## src/rtl/fetch_stage.sv

```systemverilog
// Purpose    : instruction fetch front end. Owns the PC, issues one fetch at a time to a
//              variable-latency, non-abortable instruction memory and queues up to 2 words.
// Latency    : a fetched word is visible at the queue head 1 cycle after its imem_rdy cycle.
// Backpressure: id_stall holds the head. No new fetch is issued unless the returned word is
//              guaranteed a free slot, so the queue never overflows.
// Ports      : clk/rst (sync, active-high); imem_req/imem_addr/imem_rdy/imem_data memory
//              port; if_valid/if_inst/if_pc_plus2 queue head to decode; id_stall, redirect,
//              redirect_pc, halt from decode; err sticky protocol/alignment flag.
module fetch_stage #(
    parameter logic [15:0] RESET_PC = 16'h0000
) (
    input  logic        clk,
    input  logic        rst,
    output logic        imem_req,
    output logic [15:0] imem_addr,
    input  logic        imem_rdy,
    input  logic [15:0] imem_data,
    output logic        if_valid,
    output logic [15:0] if_inst,
    output logic [15:0] if_pc_plus2,
    input  logic        id_stall,
    input  logic        redirect,
    input  logic [15:0] redirect_pc,
    input  logic        halt,
    output logic        err
);

    // S_HALT_DRAIN: halt arrived while a fetch was outstanding. That fetch must
    // still complete on the bus before the stage goes quiet.
    typedef enum logic [2:0] {
        S_RUN,
        S_WAIT,
        S_DRAIN,
        S_HALT_DRAIN,
        S_HALTED
    } state_t;

    state_t      r_state;
    state_t      w_state_nxt;
    logic [15:0] r_pc;
    logic [15:0] w_pc_nxt;
    logic [15:0] r_drain_addr;
    logic [15:0] w_drain_addr_nxt;
    logic [1:0]  r_count;
    logic [15:0] r_q_inst [2];
    logic [15:0] r_q_pc   [2];
    logic        r_err;

    logic        w_pop;
    logic [1:0]  w_cnt_after_pop;
    logic        w_req;
    logic [15:0] w_addr;
    logic        w_push;
    logic        w_flush;
    logic        w_err_set;

    assign w_pop           = (r_count != 2'd0) & ~id_stall & ~redirect & ~halt;
    assign w_cnt_after_pop = r_count - {1'b0, w_pop};

    always_comb begin
        w_state_nxt      = r_state;
        w_pc_nxt         = r_pc;
        w_drain_addr_nxt = r_drain_addr;
        w_req            = 1'b0;
        w_addr           = r_pc;
        w_push           = 1'b0;
        w_flush          = 1'b0;
        case (r_state)
            S_RUN: begin
                // Issue only if the word can land in a free slot after this cycle's pop.
                w_req = (w_cnt_after_pop <= 2'd1) & ~redirect & ~halt;
                if (halt) begin
                    w_flush     = 1'b1;
                    w_state_nxt = S_HALTED;
                end else if (redirect) begin
                    w_flush  = 1'b1;
                    w_pc_nxt = redirect_pc;
                end else if (w_req && imem_rdy) begin
                    w_push   = 1'b1;
                    w_pc_nxt = r_pc + 16'd2;
                end else if (w_req) begin
                    w_state_nxt = S_WAIT;
                end
            end
            S_WAIT: begin
                // The memory cannot abort, so the request is held regardless of redirect/halt.
                w_req = 1'b1;
                if (halt) begin
                    w_flush = 1'b1;
                    if (imem_rdy) begin
                        w_state_nxt = S_HALTED;
                    end else begin
                        w_drain_addr_nxt = r_pc;
                        w_state_nxt      = S_HALT_DRAIN;
                    end
                end else if (redirect) begin
                    w_flush  = 1'b1;
                    w_pc_nxt = redirect_pc;
                    if (imem_rdy) begin
                        w_state_nxt = S_RUN;
                    end else begin
                        // The PC moves to the target, so the in-flight address is kept aside.
                        w_drain_addr_nxt = r_pc;
                        w_state_nxt      = S_DRAIN;
                    end
                end else if (imem_rdy) begin
                    w_push      = 1'b1;
                    w_pc_nxt    = r_pc + 16'd2;
                    w_state_nxt = S_RUN;
                end
            end
            S_DRAIN: begin
                w_req  = 1'b1;
                w_addr = r_drain_addr;
                if (halt) begin
                    w_flush     = 1'b1;
                    w_state_nxt = imem_rdy ? S_HALTED : S_HALT_DRAIN;
                end else begin
                    if (redirect) begin
                        w_flush  = 1'b1;
                        w_pc_nxt = redirect_pc;
                    end
                    if (imem_rdy) begin
                        w_state_nxt = S_RUN;
                    end
                end
            end
            S_HALT_DRAIN: begin
                w_req  = 1'b1;
                w_addr = r_drain_addr;
                if (imem_rdy) begin
                    w_state_nxt = S_HALTED;
                end
            end
            S_HALTED: begin
                w_state_nxt = S_HALTED;
            end
            default: begin
                w_state_nxt = S_RUN;
            end
        endcase
    end

    assign w_err_set = (redirect & redirect_pc[0]) | (imem_rdy & ~w_req);

    always_ff @(posedge clk) begin
        if (rst) begin
            r_state      <= S_RUN;
            r_pc         <= RESET_PC;
            r_drain_addr <= RESET_PC;
            r_count      <= 2'd0;
            r_q_inst[0]  <= 16'h0000;
            r_q_inst[1]  <= 16'h0000;
            r_q_pc[0]    <= 16'h0000;
            r_q_pc[1]    <= 16'h0000;
            r_err        <= 1'b0;
        end else begin
            r_state      <= w_state_nxt;
            r_pc         <= w_pc_nxt;
            r_drain_addr <= w_drain_addr_nxt;
            if (w_flush) begin
                r_count <= 2'd0;
            end else begin
                if (w_pop) begin
                    r_q_inst[0] <= r_q_inst[1];
                    r_q_pc[0]   <= r_q_pc[1];
                end
                // Push lands in the first slot free after the pop; a later assignment
                // to slot 0 overrides the shift above when the queue empties.
                if (w_push) begin
                    if (w_cnt_after_pop == 2'd0) begin
                        r_q_inst[0] <= imem_data;
                        r_q_pc[0]   <= r_pc;
                    end else begin
                        r_q_inst[1] <= imem_data;
                        r_q_pc[1]   <= r_pc;
                    end
                end
                r_count <= w_cnt_after_pop + {1'b0, w_push};
            end
            if (w_err_set) begin
                r_err <= 1'b1;
            end
        end
    end

    assign imem_req    = w_req & ~rst;
    assign imem_addr   = w_addr;
    assign if_valid    = ~rst & (r_count != 2'd0);
    assign if_inst     = if_valid ? r_q_inst[0] : 16'h0000;
    assign if_pc_plus2 = if_valid ? (r_q_pc[0] + 16'd2) : 16'h0000;
    assign err         = r_err;

endmodule

```

## config.mk

```make
export PLATFORM = sky130hd
export DESIGN_NAME = fetch_stage
export DESIGN_NICKNAME = d
export VERILOG_FILES = /design/src/rtl/fetch_stage.sv
export SDC_FILE = /design/constraint.sdc
export NUM_CORES = 1
export LEC_CHECK = 0
export CAP_MARGIN = 20
export CORE_MARGIN = 1
export CORE_UTILIZATION = 40
export DETAILED_ROUTE_END_ITERATION = 8
export PLACE_DENSITY = 0.73
export RECOVER_POWER = 100
export SYNTH_ARGS = -nofsm -noshare
export SYNTH_HDL_FRONTEND = slang
export SYNTH_SLANG_ARGS = --single-unit
```

## constraint.sdc

```tcl
create_clock -name clk -period 5 [get_ports clk]
set_input_delay 1 -clock clk [delete_from_list [all_inputs] [get_ports clk]]
set_output_delay 1 -clock clk [all_outputs]
set_load 0.02 [all_outputs]
```

==> run metrics <==
sequential share of power=between 50% and 60%; Area growth syn-to-layout=24.4%; Critical Path Start=halt; sequential share of the synthesized area=52.5%; fin util=between 50 and 60%; Unique masters post-synth=between 50 and 60; FMAX=217 MHz; Clock Skew=around 5.9 ps; top-area cell type share of the netlist area=between 30% and 40%; Slew HR=-13.4%; Netlist Area Pre-Place=about 0.0051 sq mm; Gate power share=9.3%; most used cell along the critical path=clkdlybuf4s50_1; final net count=615; Yosys reg bits=102; clock group share of total power=a little under two fifths; VDD IR max=approximately 0.18 mV; vias in the first global route=3898; Leak Pwr=about 2.3 nW; CP Max Fanout=10; placed cell count=between 700 and 800; drt wl/cell=15.3 microns; RSZ-0062 raised after global routing=no; final hold vios=0; CTS max path bufs=2; synthesized net count=roughly 550; Gate Count Post-Synth=505; max-slew violation count=33; # port buffers=a little under 90; Die Wd=115 microns; RePlAce Congestion=0.789; CTS H-tree lvls=3; share of layout cells above drive strength 1=under 10%; # hold bufs at CTS=0; CP required=4000 ps; violated checks=max-capacitance violations, max-slew violations; root buf cell=clkbuf_16; sw frac=about a quarter; FFs w/ async S/R, synth=0%; CTS sink count=about 100; I/O pin count=89; # DRC=0; Min-Delay Path Class=register to register; setup_tns=0 ps; post-synth top area cell=edfxtp_1; Synth area leaders=edfxtp_1, dfxtp_1, and2_1; commonest non-fill, non-tap cell in the layout=edfxtp_1; Post-synth EDFFs=64; P_sw=between 0.4 and 0.5 mW; CP max-delay cell=clkdlybuf4s50_1; delay of the slowest cell on the worst path=about 600 ps; Avg Inst Size Synth=between 10 and 15 sq um; yosys warns=0; Main synth FF type=edfxtp_1; largest net degree at the start of global routing=37; antenna fix cells=0; Via density=5.35; antenna viol nets, final=0; total setup buffers inserted after CTS=0; initial antenna violation count=0; max-cap viol count=1; final setup violation count=0; Worst setup EP type=output pin; P_int=1.35 mW; crit path launch type=primary input; CORE AREA=about 0.012 sq mm; first-pass GRT wire length=about 19000 microns; cts bufs inserted=9; clock-pin slew on the worst setup and hold paths=approximately 70 ps; DRT iter0 DRCs=approximately 270; Min-Delay Startpoint=r_drain_addr[0]; Initial Utilization=41.9%; CP Cell Sequence=clkdlybuf4s50_1 > nor4_1 > ha_1 > xnor2_1 > nand2_1 > a21o_1 > nor2_1 > clkdlybuf4s50_1; # resized after CTS=0; TritonCTS clock tree=yes; global route total overflow=0; worst skew pair latency=~340 ps; Die Ht=115 microns; PwrDens=283 mW/mm^2; status=finished with violations; die area=~0.013 sq mm; Routed WL=~11000 microns; minimum clock period=about 4600 ps; CP Class=primary input to output pin; Worst-Margin Slew=~1700 ps; Site Rows=40; post-DP HPWL=~8000 microns; Via Count=~4000; commonest cells after routing, fill and taps aside=edfxtp_1, nand2_1, dlygate4sd3_1, nor2_1; GRT Overall Usage=between 10% and 20%; drt pass-1 iters=4; final period utilization=between 90% and 100%; non-filler cells in the finished layout=746; RR Startpoint=r_count[1]; Critical Path AT=between 3000 and 4000 ps
==> power groups by stage <==
stage / registers (mW) / logic (mW) / clock network [mW]
3_3_place_gp: 0.974 / 0.165 / 0
4_1_cts: 0.958 / 0.170 / 0.693
3_5_place_dp: 0.977 / 0.169 / 0
6_report: 0.960 / 0.167 / 0.675
5_1_grt: 0.965 / 0.182 / 0.721
2_1_floorplan: 0.961 / 0.107 / 0
==> final timing paths <==
kind | end | slack, ps | depth (start not counted)
max | imem_req | 380 | 8
min | r_drain_addr[0] | 450 | 2
max reg2reg | r_q_pc[0][5] | 1590 | 8
min reg2reg | r_drain_addr[0] | 450 | 2
==> flip-flops by register name, summed over array words and instances, names as in the netlist <==
name / flops
r_drain_addr: 16
r_q_inst: 32
r_q_pc: 32
err: 1
r_state: 3
r_pc: 16
r_count: 2
==> per-stage QoR <==
step	power (mW)	instance area [sq um]	worst slack [ps]	hold WS, ps
final	1.80	6360	383	454
after global routing	1.87	6360	110	477
after CTS	1.82	6350	374	457
after detailed placement	1.15	6070	371	447
after global placement	1.14	6070	416	438
after floorplan	1.07	5110	1310	433
==> kinds of logic after synthesis <==
kind of cell	count (synthesis)	synth area share, %
flops	102	52.5
buf+inv	48	4.55
xor+xnor	13	2.23
mux	16	3.52
simple gates	208	20.6
compound gates	114	15.7
fa+ha+maj	4	0.979
==> synthesized netlist by cell type, drive strengths merged (8+ instances only) <==
cell and count:
xor2 8, nor2 40, clkbuf 19, nand3 11, buf 22, and2 53
o21ai 14, a22o 32, dfxtp 38, mux2 16, edfxtp 64, nand2 62
a21oi 34
==> final cells by class <==
cell class                      count  area [sq um]
Timing Repair Buffer               98           966
Multi-Input combinational cell    355          2190
Fill cell                        1124          5850
Sequential cell                   102          2680
Inverter                            7          26.3
Clock inverter                      7          61.3
Clock buffer                        9           225
Tap cell                          168           210
==> worst max-delay path, delay by kind of cell <==
| family | cells | cell delay, ps |
|---|---|---|
| buffers and inverters | 2 | 1160 |
| XOR/XNOR | 1 | 270 |
| AND/OR/NAND/NOR | 3 | 700 |
| AO/OA/AOI/OAI | 1 | 220 |
| adder cells (fa/ha/maj) | 1 | 250 |
==> layer usage <==
metal | track usage, % | part of all wire, % | up-vias
met5 | 0 | 0 | -
met4 | 6.15 | 1.7 | 0
met3 | 2.95 | 4.5 | 13
met2 | 30.3 | 47 | 130
met1 | 24.7 | 47 | 1891
li1 | - | - | 1954
No activity file was read; power rests on OpenSTA's default activity.
